--- src/rtl/rotation_cordic_iter.sv ---
// ---------------------------------------------------------------------------
// rotation_cordic_iter
//
// Iterative rotation-mode CORDIC. Rotates (x, y) by angle z using one shared
// micro-rotation datapath that runs once per enabled cycle. The result
// carries the CORDIC gain K (about 1.6468); with x = A/K and y = 0 the
// outputs are A*cos(z) and A*sin(z). Angle full scale: 2^(Z_WIDTH-1) = pi.
//
// Ports
//   clk        clock
//   rst        synchronous active-high reset
//   en         clock enable; when low all state freezes, no handshake completes
//   valid_in   input word valid
//   ready_in   block can accept an input (en && IDLE)
//   x_in/y_in  signed input vector
//   z_in       signed rotation angle
//   valid_out  result valid (DONE state, not gated by en)
//   ready_out  downstream accepts the result
//   x_out/y_out rotated vector, gain included
//   z_out      residual angle
// ---------------------------------------------------------------------------
module rotation_cordic_iter #(
    parameter int ITERATIONS = 15,
    parameter int XY_WIDTH   = 16,
    parameter int Z_WIDTH    = 16
) (
    input  logic                       clk,
    input  logic                       rst,
    input  logic                       en,
    input  logic                       valid_in,
    output logic                       ready_in,
    input  logic signed [XY_WIDTH-1:0] x_in,
    input  logic signed [XY_WIDTH-1:0] y_in,
    input  logic signed [Z_WIDTH-1:0]  z_in,
    output logic                       valid_out,
    input  logic                       ready_out,
    output logic signed [XY_WIDTH-1:0] x_out,
    output logic signed [XY_WIDTH-1:0] y_out,
    output logic signed [Z_WIDTH-1:0]  z_out
);

    localparam int CNT_W = (ITERATIONS > 1) ? $clog2(ITERATIONS) : 1;
    localparam logic [CNT_W-1:0] LAST_ITER = CNT_W'(ITERATIONS - 1);

    typedef enum logic [1:0] {
        IDLE   = 2'd0,
        ROTATE = 2'd1,
        DONE   = 2'd2
    } state_t;

    // alpha_i = trunc(atan(2^-i) / pi * 2^(Z_WIDTH-1)). pi is derived from
    // the same atan so that alpha_0 lands exactly on pi/4.
    function automatic logic [Z_WIDTH-1:0] atan_angle(input int i);
        real pi_r;
        real ang;
        int  v;
        pi_r = 4.0 * $atan(1.0);
        ang  = $atan(1.0 / (2.0 ** i)) / pi_r * (2.0 ** (Z_WIDTH - 1));
        v    = $rtoi(ang);
        return v[Z_WIDTH-1:0];
    endfunction

    logic [Z_WIDTH-1:0] alpha [ITERATIONS];

    for (genvar g = 0; g < ITERATIONS; g++) begin : g_alpha
        assign alpha[g] = atan_angle(g);
    end

    state_t                     state_q, state_d;
    logic signed [XY_WIDTH-1:0] x_q, x_d;
    logic signed [XY_WIDTH-1:0] y_q, y_d;
    logic signed [Z_WIDTH-1:0]  z_q, z_d;
    logic [CNT_W-1:0]           cnt_q, cnt_d;

    logic signed [XY_WIDTH-1:0] x_shift;
    logic signed [XY_WIDTH-1:0] y_shift;
    logic                       z_neg;
    logic                       far_quadrant;

    assign ready_in  = en && (state_q == IDLE);
    assign valid_out = (state_q == DONE);
    assign x_out     = x_q;
    assign y_out     = y_q;
    assign z_out     = z_q;

    always_comb begin
        // NOTE: every combinational output gets a default first so no path
        // leaves it unassigned, which would otherwise infer a latch.
        state_d      = state_q;
        x_d          = x_q;
        y_d          = y_q;
        z_d          = z_q;
        cnt_d        = cnt_q;
        x_shift      = x_q >>> cnt_q;
        y_shift      = y_q >>> cnt_q;
        z_neg        = z_q[Z_WIDTH-1];
        // |z| > pi/2 when the two top angle bits differ.
        far_quadrant = z_in[Z_WIDTH-1] != z_in[Z_WIDTH-2];

        unique case (state_q)
            IDLE: begin
                if (valid_in) begin
                    state_d = ROTATE;
                    cnt_d   = '0;
                    if (far_quadrant) begin
                        // Rotate by pi up front: negate vector, subtract pi
                        // from the angle by flipping its MSB.
                        x_d = -x_in;
                        y_d = -y_in;
                        z_d = {~z_in[Z_WIDTH-1], z_in[Z_WIDTH-2:0]};
                    end else begin
                        x_d = x_in;
                        y_d = y_in;
                        z_d = z_in;
                    end
                end
            end
            ROTATE: begin
                if (z_neg) begin
                    x_d = x_q + y_shift;
                    y_d = y_q - x_shift;
                    z_d = z_q + alpha[cnt_q];
                end else begin
                    x_d = x_q - y_shift;
                    y_d = y_q + x_shift;
                    z_d = z_q - alpha[cnt_q];
                end
                cnt_d = cnt_q + 1'b1;
                if (cnt_q == LAST_ITER) begin
                    state_d = DONE;
                end
            end
            DONE: begin
                if (ready_out) begin
                    state_d = IDLE;
                end
            end
            default: state_d = IDLE;
        endcase
    end

    // The combinational block already assumes the capture happens only when
    // ready_in is high; gating the register update with en makes that hold.
    always_ff @(posedge clk) begin
        // NOTE: state registers use non-blocking assignments so every flop
        // samples the pre-edge values regardless of statement order.
        if (rst) begin
            state_q <= IDLE;
            x_q     <= '0;
            y_q     <= '0;
            z_q     <= '0;
            cnt_q   <= '0;
        end else if (en) begin
            state_q <= state_d;
            x_q     <= x_d;
            y_q     <= y_d;
            z_q     <= z_d;
            cnt_q   <= cnt_d;
        end
    end

endmodule
--- config.mk ---
export PLATFORM = sky130hd
export DESIGN_NAME = rotation_cordic_iter
export DESIGN_NICKNAME = d
export VERILOG_FILES = /design/src/rtl/rotation_cordic_iter.sv
export SDC_FILE = /design/constraint.sdc
export NUM_CORES = 1
export LEC_CHECK = 0
export ABC_AREA = 1
export ABC_CLOCK_PERIOD_IN_PS = 9500
export BUFFER_PORTS_ARGS = -buffer_cell sky130_fd_sc_hd__buf_2
export CELL_PAD_IN_SITES_DETAIL_PLACEMENT = 1
export CELL_PAD_IN_SITES_GLOBAL_PLACEMENT = 2
export CORE_MARGIN = 2
export CORE_UTILIZATION = 33
export DETAILED_ROUTE_END_ITERATION = 8
export HOLD_SLACK_MARGIN = 0.02
export MAX_ROUTING_LAYER = met4
export PLACE_DENSITY = 0.89
export SYNTH_ARGS = -nofsm -noshare
export SYNTH_HDL_FRONTEND = slang
export SYNTH_SLANG_ARGS = --single-unit
--- constraint.sdc ---
create_clock -name clk -period 9.5 [get_ports clk]
set_input_delay 0.475 -clock clk [delete_from_list [all_inputs] [get_ports clk]]
set_output_delay 0.475 -clock clk [all_outputs]
set_load 0.005 [all_outputs]
==> flow_summary.toml, run 1 <==
[run_status]
outcome = "finished, final reports clean"

[placed_design]
hpwl_mm = 22.8
routabilityCongestion = 0.914
port-buffer-count = 102

[clock_network]
h-tree-depth = 2
cts.clk_slew.worst_paths_ns = 0.09
cts-root-buf = "clkbuf_16"
cts_resized = 0
postCtsSetupBuffers = 0
cts_tree = "yes"
numClockSinks = 54
clock_latency_ns = 0.32
cts_inserted_buffers = 5
cts_max_path_buffers = 2
cts_hold_buf = 0

[setup_path]
cp.arrival_ns = 5.34
critical_path_required_ns = 9.71
timing.rr.end = "x_out[14]"
r2r_setup_slack_ns = 4.37
critPathKind = "flop to flop"
cp_slowest_cell = "dfxtp_1"
crit_family = "compound AO/OA/AOI/OAI gates"
crit_path_start_kind = "flop"
endpoint_kind = "flop"
cp_max_fo = 30
crit_buf_inv = 3
cp_slowest_stage_delay_ns = 0.96
worstRegToRegCells = 22
r2r_start = "cnt_q[1]"
crit_chain = "inv_2, nor2_2, a21oi_1, nand3_1, nand2_1, ha_1, inv_1, nand2_1, xor2_1, inv_1, ha_1, nand3_1, nand3_1, nand2_1, o21ai_0, a21boi_0, o21ai_0, nand4_1, a21oi_1, nor2_1, nor2_1, nor2_1"

[timing]
hold_violations = 0
finalMaxSlewViolations = 0
finalCritPeriodShare = 0.540
clock_skew_ns = 0.0134
grt_setup_unrepaired = "no"
fmax_mhz = 195
finalSetupViolCount = 0
setup_tns_ns = 0
fin_crit_ns = 5.13
worstMarginPinSlew_ns = 0.960
max_slew_margin = 0.359

[final_layout]
area_growth_pct = 11.3
fin_nets = 1502
antenna_cells = 0
n_fill_cell = 3174
drive_above_1_share = 0.105

[drt]
drc = 0
routedWlPerCell_um = 17.6
vias = 9056
drt_iter0_drc = 532
vias_per_cell = 5.43
first_pass_iters = 4
wirelength_mm = 29.3
ant_nets = 0

[yosys]
yosysWarnings = 0
syn_inst = 1319
ys.flop_type = "dfxtp_1"
synth.distinct_cells = 44
syn_area_um2 = 7640
ys_seq_elements = 54
synth_edf_count = 0
synth.avg_cell_area_um2 = 5.79
ys_seq_area_frac = 0.141
synthArstFlopShare = 0
syn-num-nets = 1440

[floorplan]
die_h_um = 156
pin_count = 103
die_area_um2 = 24400
core-area_um2 = 22700
die_w_um = 156
rows = 55
initial_core_util = 0.336

[grt]
gr-total-overflow = 0
grt_pass1_vias = 8783
grt_pass1_wl_mm = 47.7
grt_max_degree = 70
grt_use_total = 0.251
antenna_found_initial = 0

[worst_hold_path]
hold_path.class = "input port to flop"
hold_path_end = "state_q[1]"
hp-start = "ready_out"
hold_depth = 4

[pwr]
powerDensity_nw_per_um2 = 169
power_mw = 1.44
irDropWorstVdd_mv = 0.0769
leakagePower_nw = 4.49

[flow_run]
maxCapViolCount = 0
## layer usage
metal | vias to the layer above | track usage | part of all wire | wire length [um]
li1 | 4551 | - | - | -
met1 | 4311 | 0.379 | 0.54 | 15800
met2 | 180 | 0.369 | 0.42 | 12200
met3 | 14 | 0.0186 | 0.038 | 1120
met4 | 0 | 0.0398 | 0.0086 | 252
met5 | - | - | 0 | 0
## metrics by stage
step	hold slack, ns	std cells	area (um2)	utilization	setup WS, ns
global placement	0.493	1659	8340	0.367	4.58
floorplan	0.479	1319	7640	-	6.04
global route	0.449	1667	8510	0.375	3.85
finish	0.433	1667	8510	0.375	4.37
CTS	0.431	1667	8510	0.375	4.43
detailed placement	0.500	1659	8340	0.367	4.47
## worst min-delay path, stage by stage
cell and delay, ns:
buf_2 0.08, o211ai_1 0.07, nand2_1 0.06, a21oi_1 0.03
## layout make-up
| class | count | area, um2 | share of cell area |
|---|---|---|---|
| clock inverter | 3 | 47.5 | 0.00559 |
| clock buffer | 5 | 125 | 0.0147 |
| sequential | 54 | 1080 | 0.127 |
| multi-input combinational | 1059 | 5750 | 0.676 |
| timing repair buffer | 113 | 593 | 0.0697 |
| tap | 285 | 357 | 0.0419 |
| inverter | 148 | 556 | 0.0653 |
## where the power goes
| part | leakage, nW | switching (mW) | internal, mW |
|---|---|---|---|
| logic | 3.96 | 0.594 | 0.316 |
| registers | 0.445 | 0.0401 | 0.248 |
| clock network | 0.0848 | 0.111 | 0.127 |
## how the worst max path moves through the flow
stage | from | endpoint | slack (ns) | depth (start not counted)
4_1_cts | cnt_q[1] | x_out[14] | 4.43 | 22
3_5_place_dp | cnt_q[1] | x_out[14] | 4.47 | 22
2_1_floorplan | cnt_q[1] | z_out[12] | 6.04 | 24
5_1_grt | cnt_q[1] | x_out[14] | 3.85 | 23
6_report | cnt_q[1] | x_out[14] | 4.37 | 22
3_3_place_gp | cnt_q[1] | x_out[14] | 4.58 | 22
## state kept, by name, summed over array words and instances (netlist names)
signal	flops
cnt_q	4
x_out	16
state_q	2
y_out	16
z_out	16
## logic make-up after synthesis
kind of cell / after synthesis / synth area share
buf+inv: 206 / 0.108
compound gates: 328 / 0.237
simple gates: 608 / 0.336
xor+xnor: 54 / 0.0619
mux: 1 / 0.00147
fa+ha+maj: 68 / 0.114
flops: 54 / 0.141
## Yosys cell counts, types with 3 or more instances
library cell,instances,share of area
ha_1,65,0.11
nand2_1,334,0.16
o21bai_1,4,0.0039
a21oi_1,133,0.087
inv_2,3,0.0015
nor3_1,20,0.013
or2_2,5,0.0041
o211ai_1,21,0.021
buf_1,8,0.0039
a31oi_1,21,0.017
o31ai_1,5,0.0049
o21ai_1,3,0.0020
o21ai_0,123,0.081
clkbuf_1,31,0.015
buf_2,12,0.0079
nor2_2,6,0.0049
buf_6,3,0.0044
o21a_1,3,0.0029
nor2_1,82,0.040
inv_1,144,0.071
nand3_1,146,0.096
xor2_1,43,0.049
fa_1,3,0.0079
buf_4,4,0.0039
xnor2_1,11,0.013
nand4_1,7,0.0057
dfxtp_1,54,0.14
## cell usage in the layout (no fill, tap or decap), drive strengths merged
cell | synthesis | routed
nand2 | 336 | 336
inv | 147 | 149
nand3 | 148 | 148
a21oi | 133 | 133
o21ai | 126 | 126
buf | 27 | 113
nor2 | 88 | 88
ha | 65 | 65
dfxtp | 54 | 54
xor2 | 43 | 43
o211ai | 21 | 21
a31oi | 21 | 21
nor3 | 20 | 20
xnor2 | 11 | 11
nand4 | 7 | 7
o31ai | 6 | 6
or2 | 5 | 5
clkbuf | 31 | 5
o21bai | 4 | 4
o21a | 3 | 3
fa | 3 | 3
nor4 | 3 | 3
o22ai | 2 | 2
a21o | 2 | 2
o221ai | 2 | 2
a211oi | 2 | 2
a21boi | 2 | 2
a22oi | 1 | 1
mux2 | 1 | 1
a41oi | 1 | 1
clkinv | 1 | 1
and2 | 1 | 1
a221oi | 1 | 1
o221a | 1 | 1
bufinv | 0 | 1
No activity file was read; power rests on OpenSTA's default activity.
==> run 2: changes to the inputs <==
Settings changed: ABC_CLOCK_PERIOD_IN_PS 9500 to 4100, CORE_UTILIZATION 33 to 28, PLACE_DENSITY 0.89 to 0.81.
Clock period 9.5 ns to 4.1 ns, I/O delays scaled along.
==> run 2 against run 1 <==
Compared with the run above:
- highest routed layer unchanged
- sequential share of layout area is 0.58 points lower
- total power increased by 140%
- critical endpoint is now y_out[11]
- critical path type unchanged
- fmax is 34% higher
- routed wire length increased by 5.2%
- critical path depth fell by 1
- largest cell class unchanged
==> flow_summary.toml, run 2 (same netlist as run 1, synthesis figures left out) <==
[run_status]
outcome = "finished, final reports clean"

[setup_path]
crit_chain = "nor2_2, o211ai_1, nand3_1, nand2_1, nand2_1, inv_1, ha_1, nor2_1, xor2_1, ha_1, a21oi_1, nand2_1, a21oi_2, o21ai_0, a21oi_2, o21ai_0, xor2_1, nand2_1, nand3_1, nand2_1, inv_1"
endpoint_kind = "flop"
cp.arrival_ns = 4.07
crit_path_start_kind = "flop"
worstRegToRegCells = 21
crit_top_cell = "nand2_1"
r2r_start = "cnt_q[1]"
critical_path_required_ns = 4.33
timing.rr.end = "y_out[11]"
r2r_setup_slack_ns = 0.26
cp_slowest_cell = "dfxtp_4"
cp_slowest_stage_delay_ns = 0.38
cp_max_fo = 9
critPathKind = "flop to flop"

[floorplan]
die_h_um = 169
pin_count = 103
core-area_um2 = 26900
die_w_um = 169
rows = 60
die_area_um2 = 28600
initial_core_util = 0.284

[timing]
finalMaxSlewViolations = 0
post-route-worst-setup-slack_ns = 0.260
finalSetupViolCount = 0
max_slew_margin = 0.514
clock_skew_ns = 0.0142
fin_crit_ns = 3.84
whs_ns = 0.150
finalCritPeriodShare = 0.937
fmax_mhz = 260
worstMarginPinSlew_ns = 0.729
hold_violations = 0
grt_setup_unrepaired = "yes"

[final_layout]
layout_commonest_cell = "nand2_1"
layout_common_cells = "nand2_1 (332), inv_1 (143), nand3_1 (143)"
drive_above_1_share = 0.142
fin_area_um2 = 8970
register_area_um2 = 1090
stdcell_count = 1756
n_fill_cell = 3624
fin_nets = 1534
multi_input_area_um2 = 5860
area_growth_pct = 17.4

[drt]
wirelength_mm = 30.8
vias = 9201
drt_iter0_drc = 585
vias_per_cell = 5.24
first_pass_iters = 7
drc = 0
routedWlPerCell_um = 17.6
ant_nets = 0

[worst_hold_path]
hold_path.class = "input port to flop"
hold_path_end = "z_out[1]"
hold_depth = 3
hp-start = "z_in[1]"

[grt]
grt_pass1_wl_mm = 49.5
grt_pass1_vias = 9000
grt_max_degree = 69
gr-total-overflow = 0
grt_use_total = 0.223
antenna_found_initial = 1

[pwr]
irDropWorstVdd_mv = 0.147
leakagePower_nw = 4.68
powerDensity_nw_per_um2 = 388

[clock_network]
numClockSinks = 54
clock_latency_ns = 0.32
h-tree-depth = 2
cts_inserted_buffers = 5
cts_hold_buf = 0
cts-root-buf = "clkbuf_16"
cts_tree = "yes"
cts_max_path_buffers = 2
cts.clk_slew.worst_paths_ns = 0.09

[placed_design]
dp.cells = 1743
dpl_cell_area_um2 = 8640
dpl_worst_slack_ns = -0.0591
routabilityCongestion = 0.894
port-buffer-count = 102
hpwl_mm = 24.6

[flow_run]
maxCapViolCount = 0
-- run 2: cell types whose count changed in the layout (fill, tap and decap cells not counted), sizes merged --
cell,before,now
buf,113,145
clkinv,1,2
clkinvlp,0,1
diode,0,1
inv,149,147
-- run 2: worst max-delay path by stage --
stage	start	cells past startpoint	end
2_1_floorplan	cnt_q[1]	24	z_out[12]
3_3_place_gp	cnt_q[2]	20	x_out[13]
3_5_place_dp	cnt_q[1]	24	x_out[14]
4_1_cts	cnt_q[1]	24	x_out[14]
5_1_grt	cnt_q[1]	22	z_out[13]
6_report	cnt_q[1]	21	y_out[11]
-- run 2: what timing repair did --
| action | CTS | global route |
|---|---|---|
| setup buffers | 0 | 4 |
| resized for setup | 4 | 37 |
| hold endpoints to repair | 0 | 0 |
| setup endpoints to repair | 4 | 23 |
| pin swaps | 0 | 3 |
-- run 2: routing by layer --
| metal | track usage | wire (um) |
|---|---|---|
| met5 | - | 0 |
| met4 | 0.0353 | 285 |
| met3 | 0.0170 | 948 |
| met2 | 0.335 | 13200 |
| met1 | 0.330 | 16400 |
-- run 2: final cells by class --
| cell class | count | area share |
|---|---|---|
| well taps | 341 | 0.0476 |
| clock inverters | 3 | 0.00530 |
| inverters | 148 | 0.0624 |
| repair buffers | 145 | 0.0965 |
| multi-input cells | 1059 | 0.653 |
| clock buffers | 5 | 0.0139 |
| diodes | 1 | 0.000279 |
| flip-flops and latches | 54 | 0.121 |
-- run 2: critical path, delay by kind of cell (launching register included) --
| kind | cells | cell delay, ns |
|---|---|---|
| adders and majority gates | 2 | 0.56 |
| DFF | 1 | 0.38 |
| xor gates and xnor gates | 2 | 0.49 |
| buffers and inverters | 2 | 0.10 |
| and+or+nand+nor | 9 | 1.14 |
| AOI/OAI and AO/OA | 6 | 1.06 |
-- run 2: metrics by stage --
stage                TNS, ns   util  power [mW]
finish                     0  0.334        3.48
global route        -0.00741  0.334        3.83
CTS                        0  0.328        3.42
detailed placement   -0.0841  0.322        2.84
global placement           0  0.322        2.80
floorplan                  0      -        2.19
-- run 2: power by group --
| group | total [mW] | internal [mW] | switching, mW |
|---|---|---|---|
| sequential | 0.657 | 0.575 | 0.0819 |
| clock | 0.552 | 0.294 | 0.258 |
| combinational | 2.27 | 0.800 | 1.47 |
| total | 3.48 | 1.67 | 1.81 |
